### config.mk
export PLATFORM = sky130hd
export DESIGN_NAME = mem_wr_arbiter
export DESIGN_NICKNAME = d
export VERILOG_FILES = /design/src/rtl/mem_wr_arbiter.sv
export SDC_FILE = /design/constraint.sdc
export NUM_CORES = 1
export LEC_CHECK = 0
export ABC_AREA = 1
export CORE_AREA = 2 2 771 773
export CTS_CLUSTER_DIAMETER = 120
export DETAILED_ROUTE_END_ITERATION = 8
export DIE_AREA = 0 0 773 775
export PLACE_DENSITY = 0.3
export SLEW_MARGIN = 0
export SYNTH_ARGS = -nofsm -noshare
export SYNTH_HDL_FRONTEND = slang
export SYNTH_SLANG_ARGS = --single-unit
### constraint.sdc
create_clock -name clk -period 4.2 [get_ports clk]
set_input_delay 0.84 -clock clk [delete_from_list [all_inputs] [get_ports clk]]
set_output_delay 0.84 -clock clk [all_outputs]
set_load 0.01 [all_outputs]
### src/rtl/mem_wr_arbiter.sv
// Purpose: round-robin write arbiter (fill fifo vs wbuffer) onto one AXI AW/W port, with an
//          outstanding-write table that blocks reads to lines still in flight.
// Latency: grant registered, AW/W valid one cycle after eligibility; AR path is combinational.
module mem_wr_arbiter #(
  parameter int ADDR_W   = 64,
  parameter int DATA_W   = 512,
  parameter int ID_W     = 16,
  parameter int MAX_OUTS = 4
) (
  input  logic              clk,
  input  logic              rst,
  // requester 0: fill fifo
  input  logic [ID_W-1:0]   f_awid_i,
  input  logic [ADDR_W-1:0] f_awaddr_i,
  input  logic              f_awvalid_i,
  output logic              f_awready_o,
  input  logic [DATA_W-1:0] f_wdata_i,
  input  logic              f_wvalid_i,
  output logic              f_wready_o,
  // requester 1: write buffer
  input  logic [ID_W-1:0]   b_awid_i,
  input  logic [ADDR_W-1:0] b_awaddr_i,
  input  logic              b_awvalid_i,
  output logic              b_awready_o,
  input  logic [DATA_W-1:0] b_wdata_i,
  input  logic              b_wvalid_i,
  output logic              b_wready_o,
  // lookup read path
  input  logic [ID_W-1:0]   l_arid_i,
  input  logic [ADDR_W-1:0] l_araddr_i,
  input  logic              l_arvalid_i,
  output logic              l_arready_o,
  // memory controller
  output logic [ID_W-1:0]   m_awid_o,
  output logic [ADDR_W-1:0] m_awaddr_o,
  output logic              m_awvalid_o,
  input  logic              m_awready_i,
  output logic [ID_W-1:0]   m_wid_o,
  output logic [DATA_W-1:0] m_wdata_o,
  output logic              m_wvalid_o,
  input  logic              m_wready_i,
  output logic [ID_W-1:0]   m_arid_o,
  output logic [ADDR_W-1:0] m_araddr_o,
  output logic              m_arvalid_o,
  input  logic              m_arready_i,
  input  logic [ID_W-1:0]   m_bid_i,
  input  logic              m_bvalid_i,
  output logic              m_bready_o,
  // status
  output logic              err_o
);

  typedef enum logic {IDLE, XFER} state_t;

  localparam int LW = ADDR_W - 6;
  localparam int PW = (MAX_OUTS > 1) ? $clog2(MAX_OUTS) : 1;
  localparam int CW = $clog2(MAX_OUTS + 1);
  localparam logic [CW-1:0] FULL = CW'(MAX_OUTS);
  localparam logic [PW-1:0] LAST = PW'(MAX_OUTS - 1);

  state_t              state, state_nxt;
  logic                grant, sel, xfer_end;
  logic                gnt_q, ptr_q, aw_done_q, w_done_q, err_q;
  logic [ID_W-1:0]     id_q;
  logic [ADDR_W-1:0]   addr_q;
  logic [DATA_W-1:0]   data_q;
  logic [LW-1:0]       tbl [MAX_OUTS];
  logic [MAX_OUTS-1:0] tbl_vld;
  logic [PW-1:0]       wr_ptr, rd_ptr;
  logic [CW-1:0]       count;
  logic                f_elig, b_elig, aw_hs, w_hs, b_hs, push, pop, hazard;
  logic                unused_bid;

  // B responses are matched in order, so the returned id carries no extra information
  assign unused_bid = ^m_bid_i;

  function automatic logic [PW-1:0] ptr_inc(input logic [PW-1:0] p);
    return (p == LAST) ? '0 : p + 1'b1;
  endfunction

  assign f_elig   = f_awvalid_i & f_wvalid_i;
  assign b_elig   = b_awvalid_i & b_wvalid_i;
  assign aw_hs    = m_awvalid_o & m_awready_i;
  assign w_hs     = m_wvalid_o & m_wready_i;
  assign b_hs     = m_bvalid_i & m_bready_o;
  assign push     = aw_hs;
  assign pop      = b_hs & (count != '0);
  assign xfer_end = (aw_done_q | aw_hs) & (w_done_q | w_hs);

  // next-state and grant selection: pointer's requester wins if eligible, else the other one
  always_comb begin
    state_nxt = state;
    grant     = 1'b0;
    sel       = ptr_q ? b_elig : ~f_elig;
    case (state)
      IDLE: if ((f_elig | b_elig) && (count < FULL)) begin
        grant     = 1'b1;
        state_nxt = XFER;
      end
      XFER: if (xfer_end) state_nxt = IDLE;
      default: state_nxt = IDLE;
    endcase
  end

  // FSM state register
  always_ff @(posedge clk) begin
    if (rst) state <= IDLE;
    else     state <= state_nxt;
  end

  // grant capture, round-robin pointer and per-channel done flags
  always_ff @(posedge clk) begin
    if (rst) begin
      gnt_q     <= 1'b0;
      ptr_q     <= 1'b0;
      aw_done_q <= 1'b0;
      w_done_q  <= 1'b0;
      id_q      <= '0;
      addr_q    <= '0;
      data_q    <= '0;
    end else if (grant) begin
      gnt_q     <= sel;
      ptr_q     <= ~sel;
      aw_done_q <= 1'b0;
      w_done_q  <= 1'b0;
      id_q      <= sel ? b_awid_i   : f_awid_i;
      addr_q    <= sel ? b_awaddr_i : f_awaddr_i;
      data_q    <= sel ? b_wdata_i  : f_wdata_i;
    end else if (state == XFER) begin
      if (xfer_end) begin
        aw_done_q <= 1'b0;
        w_done_q  <= 1'b0;
      end else begin
        if (aw_hs) aw_done_q <= 1'b1;
        if (w_hs)  w_done_q  <= 1'b1;
      end
    end
  end

  // outstanding-line FIFO: push on AW accept, pop on B; B with nothing outstanding is an error
  always_ff @(posedge clk) begin
    if (rst) begin
      for (int i = 0; i < MAX_OUTS; i++) tbl[i] <= '0;
      tbl_vld <= '0;
      wr_ptr  <= '0;
      rd_ptr  <= '0;
      count   <= '0;
      err_q   <= 1'b0;
    end else begin
      if (push) begin
        tbl[wr_ptr]     <= addr_q[ADDR_W-1:6];
        tbl_vld[wr_ptr] <= 1'b1;
        wr_ptr          <= ptr_inc(wr_ptr);
      end
      if (pop) begin
        tbl_vld[rd_ptr] <= 1'b0;
        rd_ptr          <= ptr_inc(rd_ptr);
      end
      if (b_hs && (count == '0)) err_q <= 1'b1;
      case ({push, pop})
        2'b10:   count <= count + 1'b1;
        2'b01:   count <= count - 1'b1;
        default: count <= count;
      endcase
    end
  end

  // read hazard: line still in the table, or the line currently being written
  always_comb begin
    hazard = 1'b0;
    for (int i = 0; i < MAX_OUTS; i++)
      if (tbl_vld[i] && (tbl[i] == l_araddr_i[ADDR_W-1:6])) hazard = 1'b1;
    if ((state == XFER) && (addr_q[ADDR_W-1:6] == l_araddr_i[ADDR_W-1:6])) hazard = 1'b1;
  end

  assign m_awid_o    = id_q;
  assign m_awaddr_o  = addr_q;
  assign m_awvalid_o = (state == XFER) & ~aw_done_q;
  assign m_wid_o     = id_q;
  assign m_wdata_o   = data_q;
  assign m_wvalid_o  = (state == XFER) & ~w_done_q;
  assign f_awready_o = m_awvalid_o & ~gnt_q & m_awready_i;
  assign f_wready_o  = m_wvalid_o  & ~gnt_q & m_wready_i;
  assign b_awready_o = m_awvalid_o &  gnt_q & m_awready_i;
  assign b_wready_o  = m_wvalid_o  &  gnt_q & m_wready_i;
  assign m_arid_o    = l_arid_i;
  assign m_araddr_o  = l_araddr_i;
  assign m_arvalid_o = l_arvalid_i & ~hazard;
  assign l_arready_o = m_arready_i & ~hazard;
  assign m_bready_o  = ~rst;
  assign err_o       = err_q;

endmodule

# [Word level (Yosys, flattened, before mapping)]
# Memories as Yosys holds them, arrays and structs flattened.
# Cells that the tools add are included.
[totals] reg_bits=609 ram_bits=232 input_bits=1291 out_inout_bits=698 wordCells=118 mem_count=1
[memory_table] name="tbl" words=4 width=58 rd=4 rd_ports_with_merged_regs=0 write_ports=4 line="67" text="logic [LW-1:0] tbl [MAX_OUTS];"
[classes] addsub=4 magnitude_cmp=5 eq_ne=9 n_mux=35 bitwise=33 n_reduce_logical=18
[op_table] operator="$mux 512" count=1
[op_table] operator="$eq 58x58->1" count=5
[op_table] operator="$mux 64" count=1
[op_table] operator="$mux 58" count=1
[op_table] operator="$reduce_or 58->1" count=1
[op_table] operator="$mux 1" count=21
[op_table] operator="$and 1x1->1" count=19
[op_table] operator="$mux 16" count=1
[op_table] operator="$mux 4" count=3
[op_table] operator="$logic_and 1x1->1" count=9
[op_table] operator="$not 1->1" count=8
[op_table] operator="$eq 2x2->1 const B" count=3
[op_table] operator="$lt 2x3->1 const B" count=2
[op_table] operator="$mux 2" count=3
[op_table] operator="$pmux 3 s2" count=1
[op_table] operator="$reduce_bool 2->1" count=3
[op_table] operator="$add 2x1->2 const B" count=2
[op_table] operator="$and 4x4->4" count=1
[op_table] operator="$demux 1 s2" count=2
[op_table] operator="$ge 2x1->1 const B" count=2
[op_table] operator="$not 4->4" count=1
[op_table] operator="$or 4x4->4" count=1
[op_table] operator="$reduce_and 2->1" count=2
[op_table] operator="$add 3x1->3 const B" count=1
[op_table] operator="other kinds (8)" count=10

# [Logic depth before layout (Yosys ltp)]
# Gate-level depths: netlist of the first run.
[depth] ltp_word=9 depth_mapped=12 depth_no_buf=11

# [Worst setup path after synthesis of the first run]
# No wires, ideal clock.
[synth_path] path_kind="input-to-reg" start="input rst" end="memory tbl[2][0] in the netlist's numbering (enable)" setup_ps=417 arrival_ps=2976 required_time_ps=3783 setup_slack_ps=807 stages=8 path_buffers=3 path_cell_list="clkbuf_1 -> nor2_4 -> inv_2 -> nor2_4 -> nand2_2 -> buf_6 -> buf_6 -> nand2_1"
[synth_lines] element="from (decl)" line="11" text="input logic rst,"
[synth_lines] element="to (decl)" line="67"

# [Worst setup path in the final report of the first run]
[layout_path] start="input l_araddr_i[15]" end="output m_arvalid_o"
[layout_via] elab_chain_cells=9 word_cells_on_any_way=17 cone_classes="eq/ne (5); mux (5); bitwise (2); reduce/logical (5)"
[layout_lines] element="from (decl)" line="30" text="input logic [ADDR_W-1:0] l_araddr_i,"
[layout_lines] element="$eq 58x58->1" line="172" text="if (tbl_vld[i] && (tbl[i] == l_araddr_i[ADDR_W-1:6])) hazard = 1'b1;"
[layout_lines] element="$logic_and 1x1->1" line="172"
[layout_lines] element="$mux 1 (4 in series)" line="172"
[layout_lines] element="$mux 1 *" line="173" text="if ((state == XFER) && (addr_q[ADDR_W-1:6] == l_araddr_i[ADDR_W-1:6])) hazard = 1'b1;"
[layout_lines] element="$not 1->1 *" line="188" text="assign m_arvalid_o = l_arvalid_i & ~hazard;"
[layout_lines] element="$and 1x1->1 *" line="188"
[layout_lines] element="to (decl)" line="44" text="output logic m_arvalid_o,"
# Mark *: on every way between the ends. The rest lies on a longest branch, timed or not.

==> results of run 1 <==
path summary, 6_finish.rpt:
kind,from,endpoint,slack (ps),cells after the start
hold / removal,m_wdata_o[323],m_wdata_o[323],460,2
hold reg to reg,m_wdata_o[323],m_wdata_o[323],460,2
setup / recovery,l_araddr_i[15],m_arvalid_o,150,15
setup reg to reg,state,m_awaddr_o[3],1500,7
cells in the final DEF (no fill, tap or decap), types with 6 or more instances in the layout:
cell type	count
a21oi_1	96
a22oi_1	95
a31oi_1	501
buf_12	62
buf_4	274
bufinv_16	7
clkbuf_1	36
clkbuf_16	144
clkbuf_8	17
clkdlybuf4s50_1	1919
clkinv_1	8
clkinv_2	14
clkinv_4	7
clkinv_8	6
clkinvlp_4	10
dfxtp_1	593
dfxtp_2	15
diode_2	138
edfxtp_1	232
ha_1	9
inv_1	249
inv_6	7
nand2_1	2180
nand2_2	7
nand3_1	6
nand4_1	6
nor2_1	420
o21ai_0	120
o22ai_1	8
xnor2_1	33
xor2_1	8
layout make-up:
class / count / share of cell area (%)
Clock buffer: 197 / 5.43
Sequential cell: 841 / 26.2
Tap cell: 7837 / 13.4
Antenna cell: 138 / 0.472
Timing Repair Buffer: 2262 / 30.9
Multi-Input combinational cell: 3519 / 21.3
Clock inverter: 59 / 0.936
Inverter: 257 / 1.34
cells in the mapped netlist, drive strengths merged:
library cell / number / area, µm²
a211oi: 4 / 30.0
a21oi: 97 / 489
a221oi: 2 / 17.5
a22oi: 95 / 713
a31oi: 501 / 3130
buf: 270 / 1620
clkbuf: 125 / 469
dfxtp: 609 / 12200
edfxtp: 232 / 6970
fa: 1 / 20.0
ha: 9 / 113
inv: 257 / 965
nand2: 2188 / 8230
nand3: 10 / 55.1
nand4: 6 / 37.5
nor2: 425 / 1620
nor3: 4 / 20.0
o21ai: 125 / 626
o22ai: 8 / 50.1
o31ai: 2 / 15.0
or2: 1 / 6.26
xnor2: 33 / 289
xor2: 8 / 70.1
metal layers:
metal / vias up / global-route usage, %
li1: 20500 / -
met1: 21800 / 17.1
met2: 2144 / 24.7
met3: 674 / 7.35
met4: 168 / 4.24
met5: - / 0
state kept, by name, summed over array words and instances, names as in the netlist, 2 cells and up:
name and flops:
tbl 232, m_wdata_o 512, tbl_vld 4, m_awaddr_o 64, wr_ptr 2, m_awid_o 16, count 3, rd_ptr 2
power by group through the flow:
stage / registers [mW] / clock network, mW / logic, mW
floorplan: 9.65 / 0 / 1.72
finish: 9.53 / 12.4 / 6.81
global placement: 9.71 / 0 / 6.99
global route: 9.61 / 13.2 / 7.23
detailed placement: 9.71 / 0 / 6.96
CTS: 9.56 / 12.9 / 7.00
cells by family (layout without fill, tap and decap cells):
family | Yosys count | count (layout) | synth area share, %
DFF | 841 | 841 | 50.8
other | 0 | 138 | 0
xor gates and xnor gates | 41 | 41 | 0.952
AOI/OAI and AO/OA | 834 | 834 | 13.4
adders and majority gates | 10 | 10 | 0.351
buffers and inverters | 652 | 2775 | 8.08
and+or+nand+nor | 2634 | 2634 | 26.4
timing repair:
action,4_1_cts,5_1_grt
gates resized for setup,39,0
buffers inserted,4,0
setup endpoints to repair,2,0
per-stage QoR:
step	setup TNS, ps	setup slack, ps	hold slack, ps	instances	total power, mW
floorplan	0	807	451	5012	11.4
global placement	-629	-329	452	14700	16.7
detailed placement	-575	-306	455	14700	16.7
CTS	0	133	383	15000	29.5
global route	0	35.7	448	15000	30.0
finish	0	150	464	15100	28.8
worst max-delay path, delay by kind of cell:
| kind | cells | cell delay [ps] |
|---|---|---|
| and+or+nand+nor | 9 | 950 |
| buffers and inverters | 5 | 1310 |
| AOI/OAI and AO/OA | 1 | 90 |
==> results.cfg, run 1 <==
[min_path]
min_path_type = flip-flop to flip-flop

[critical_path]
path_cells = clkdlybuf4s50_1, clkinvlp_4, nand2_1, o21ai_0, nor2_1, buf_4, nand2_1, nor2_1, buf_4, nand2_1, nor2_1, nand2_1, nand3_2, nor3_1, dlygate4sd2_1
arrival_ps = 3210
crit_fanout = 4
startpoint_type = primary input
critical_path_class = primary input to output port
crit_slowest_cell = clkdlybuf4s50_1
crit_top_cell = nand2_1
end_kind = output port
cp_slowest_stage_delay_ps = 530
required_ps = 3360

[finish]
final_area_um2 = 73100
seq_area_um2 = 19200
drive_gt1_share_pct = 8.37
multiInputGateArea_um2 = 15600
nets = 8325
fin_util_pct = 12.4
area_growth_syn_to_layout_pct = 93.8
fillers = 68400

[global_route]
antenna_found_initial = 282
grt_max_degree = 138
grt.overflow.total = 0
grt_pass1_vias = 44600
grt_util_all_layers_pct = 15.0
grt_pass1_wl_um = 569000

[synth]
ys_seq_area_share_pct = 50.8
synth_area_um2 = 37700
ys_ff_latch = 841
yosys_warnings = 0
syn_nets = 6313
synth_cells = 5012
avgSynthCellArea_um2 = 7.53
synth_cell_types = 34

[sta]
setup_viol = 0
slew_violations = 0
fin_worst_skew_ps = 92.6
period_needed_ps = 4050
rsz0062_at_grt = false
period_share_pct = 96.4
max_slew_margin_pct = 28.5
hold_viol = 0
worst_pin_slew_ps = 1070
max_freq_mhz = 247

[route]
avgViaCountPerCell = 3.00
drt-met1-wl_um = 183000
wl_um = 468000
drt_pass1_iterations = 6
drtAntennaViolNets = 0
wl_met3_um = 52000
drt_iter0_markers = 3565
top_layer = met5
drc = 0
wl_met2_um = 215000
post_drt_wl_per_cell_um = 31.0
num_vias = 45300

[run_status]
status = complete, no violations

[pwr]
p_int_mw = 18.9
pwr-share-seq_pct = 33.2
power_density_nw_per_um2 = 393
switching_power_mw = 9.85
clock_power_share_pct = 43.2
swShare_pct = 34.3
leakage_nw = 24.3
vdd_drop_max_uv = 272
combPwrFrac_pct = 23.7

[cts]
ctsLongestPathBuffers = 4
cts_sinks = 841
cts_buffers = 143
clkTransAtPathRegs_ps = 60
hold_buffers = 0
clk_latency_ps = 870
h-tree-depth = 4
cts_tree = done
cts-root-buf = clkbuf_16

[run]
max_cap_violations = 0

[placement]
placed_cell_area_um2 = 68000
dp_hpwl_um = 403000
io_buffer_count = 1928
place_congestion = 0.925

[floorplan]
die_h_um = 775
core_um2 = 592000
io_pins = 1989
die_area_um2 = 599000
die_x_um = 773
num_rows = 283
start_util_pct = 6.38
Note: power is estimated with default switching activity, not from simulation.
==> run 2: changes to the inputs <==
--- a/config.mk
+++ b/config.mk
@@ -6,10 +6,10 @@
 export NUM_CORES = 1
 export LEC_CHECK = 0
 export ABC_AREA = 1
-export CORE_AREA = 2 2 771 773
+export CORE_AREA = 2 2 766 768
 export CTS_CLUSTER_DIAMETER = 120
 export DETAILED_ROUTE_END_ITERATION = 8
-export DIE_AREA = 0 0 773 775
+export DIE_AREA = 0 0 768 770
 export PLACE_DENSITY = 0.3
 export SLEW_MARGIN = 0
 export SYNTH_ARGS = -nofsm -noshare
==> constraint.sdc (replaced) <==
create_clock -name clk -period 5.3 [get_ports clk]
set_input_delay 1.06 -clock clk [delete_from_list [all_inputs] [get_ports clk]]
set_output_delay 1.06 -clock clk [all_outputs]
set_load 0.01 [all_outputs]
==> run 2 against run 1 <==
Worst hold slack worse by 3.3 ps. Highest routed layer unchanged. Critical endpoint unchanged. Sequential power is 20% lower. Clock power is 23% lower. Critical path type unchanged. Die area is 1.3% lower. Sequential share of layout area is 0.67 points higher. Sequential cell count stayed put.
==> results.cfg, run 2 (synthesized netlist as in run 1, its figures left out) <==
[min_path]
min_path_type = flip-flop to flip-flop

[placement]
io_buffer_count = 1928
placed_cell_area_um2 = 66400
dp_hpwl_um = 398000
place_congestion = 0.904

[route]
drc = 0
drt_iter0_markers = 3396
wl_um = 462000
drtAntennaViolNets = 0
post_drt_wl_per_cell_um = 31.0
num_vias = 44600
avgViaCountPerCell = 2.99
drt_pass1_iterations = 5

[cts]
clkTransAtPathRegs_ps = 50
cts_buffers = 139
cts_tree = done
ctsResizeCount = 0
hold_buffers = 0
cts-root-buf = clkbuf_16
h-tree-depth = 4
clk_latency_ps = 880
ctsLongestPathBuffers = 4
postCtsSetupBuffers = 0
cts_sinks = 841

[floorplan]
core_um2 = 584000
die_area_um2 = 591000
num_rows = 281
die_h_um = 770
io_pins = 1989
start_util_pct = 6.47
die_x_um = 768

[critical_path]
reg2reg_slack_ps = 2400
cp_slowest_stage_delay_ps = 790
critPathBufInv = 3
path_cells = clkdlybuf4s50_1, inv_1, nand2_1, o21ai_0, nor2_1, nand2_1, nor2_1, nand2_1, nor2_1, nand2_1, nand3_1, nor3_1, clkdlybuf4s50_1
startpoint = l_araddr_i[14]
reg2reg_from = count[2]
rr_worst_depth = 7
crit_fanout = 8
end_kind = output port
required_ps = 4240
crit_end = m_arvalid_o
cp.depth = 13
crit_top_cell = nand2_1
rr_endpoint = m_wdata_o[442]
critical_path_class = primary input to output port
startpoint_type = primary input
crit_slowest_cell = clkdlybuf4s50_1
arrival_ps = 3790
critPathTopFamily = buffers and inverters

[finish]
largest_reg_flops = 512
fin_util_pct = 12.2
final_common_cell = nand2_1
drive_gt1_share_pct = 5.77
area_growth_syn_to_layout_pct = 88.8
fillers = 67700
final_area_um2 = 71200
final_cell_mix = nand2_1 (2182), clkdlybuf4s50_1 (1923), dfxtp_1 (609), a31oi_1 (501), nor2_1 (421)
nets = 8169

[sta]
period_share_pct = 91.6
setup_tns_ps = 0
worst_pin_slew_ps = 1200
rsz0062_at_grt = false
fin_worst_skew_ps = 114
slew_violations = 0
max_slew_margin_pct = 19.7
hold_viol = 0
setup_viol = 0
max_freq_mhz = 206
period_needed_ps = 4850

[pwr]
combPwrFrac_pct = 23.0
swShare_pct = 33.7
clock_power_share_pct = 43.0
leakage_nw = 23.3
pwr-share-seq_pct = 34.1
switching_power_mw = 7.51
power_density_nw_per_um2 = 313
vdd_drop_max_uv = 226
total_power_mw = 22.3
p_int_mw = 14.8

[global_route]
grt_max_degree = 152
grt.overflow.total = 0
grt_util_all_layers_pct = 15.0
antenna_found_initial = 292
grt_pass1_vias = 43600
grt_pass1_wl_um = 559000

[run_status]
status = complete, no violations

[run]
max_cap_violations = 0
[run 2: cell count changes in the layout (fill, tap and decap cells not counted), sizes merged]
cell	before	now
buf	340	187
clkinvlp	10	0
clkbuf	197	201
inv	261	269
clkinv	38	24
clkdlybuf4s50	1919	1923
diode	138	146
bufinv	7	9
dlygate4sd2	3	0
[run 2: per-stage QoR]
stage | hold slack [ps] | worst slack, ps | std cells
after floorplan | 451 | 1690 | 5012
after global placement | 452 | 374 | 14500
after detailed placement | 455 | 389 | 14500
after CTS | 463 | 310 | 14800
after global routing | 474 | 217 | 14800
final | 461 | 446 | 14900
[run 2: worst min-delay path by stage]
stage                        start              to  slack [ps]  cells past startpoint
floorplan               tbl_vld[0]      tbl_vld[0]         450                      2
global placement    m_wdata_o[310]  m_wdata_o[310]         450                      2
detailed placement  m_wdata_o[282]  m_wdata_o[282]         460                      2
CTS                 m_wdata_o[148]  m_wdata_o[148]         460                      2
global route        m_wdata_o[223]  m_wdata_o[223]         470                      2
finish              m_wdata_o[323]  m_wdata_o[323]         460                      2
[run 2: worst reg2reg max path, stage by stage, from the launching register on]
cell,delay [ps]
dfxtp_1,310
inv_1,240
nand3_4,340
a21oi_4,310
buf_12,330
buf_12,470
nand2_1,650
a31oi_1,230
[run 2: per-layer routing]
| metal | up-vias | global-route usage (%) | share of wire, % |
|---|---|---|---|
| met2 | 2213 | 24.2 | 45 |
| met1 | 21200 | 16.8 | 38 |
| li1 | 20200 | - | - |
| met4 | 178 | 4.81 | 3.8 |
| met5 | - | 0 | 0.25 |
| met3 | 724 | 7.94 | 12 |
[run 2: final cells by class]
class	instances	area [µm²]	area share [%]
timing repair buffer	2110	21000	29.4
sequential	841	19200	26.9
multi-input combinational	3519	15600	21.8
tap	7782	9740	13.7
clock buffer	201	3900	5.48
inverter	257	967	1.36
clock inverter	45	581	0.815
antenna	146	365	0.513
[run 2: power groups by stage]
stage	clock network [mW]	registers, mW	logic, mW
global placement	0	7.74	5.28
floorplan	0	7.65	1.36
global route	10.1	7.66	5.48
CTS	9.92	7.62	5.28
finish	9.58	7.59	5.13
detailed placement	0	7.75	5.26
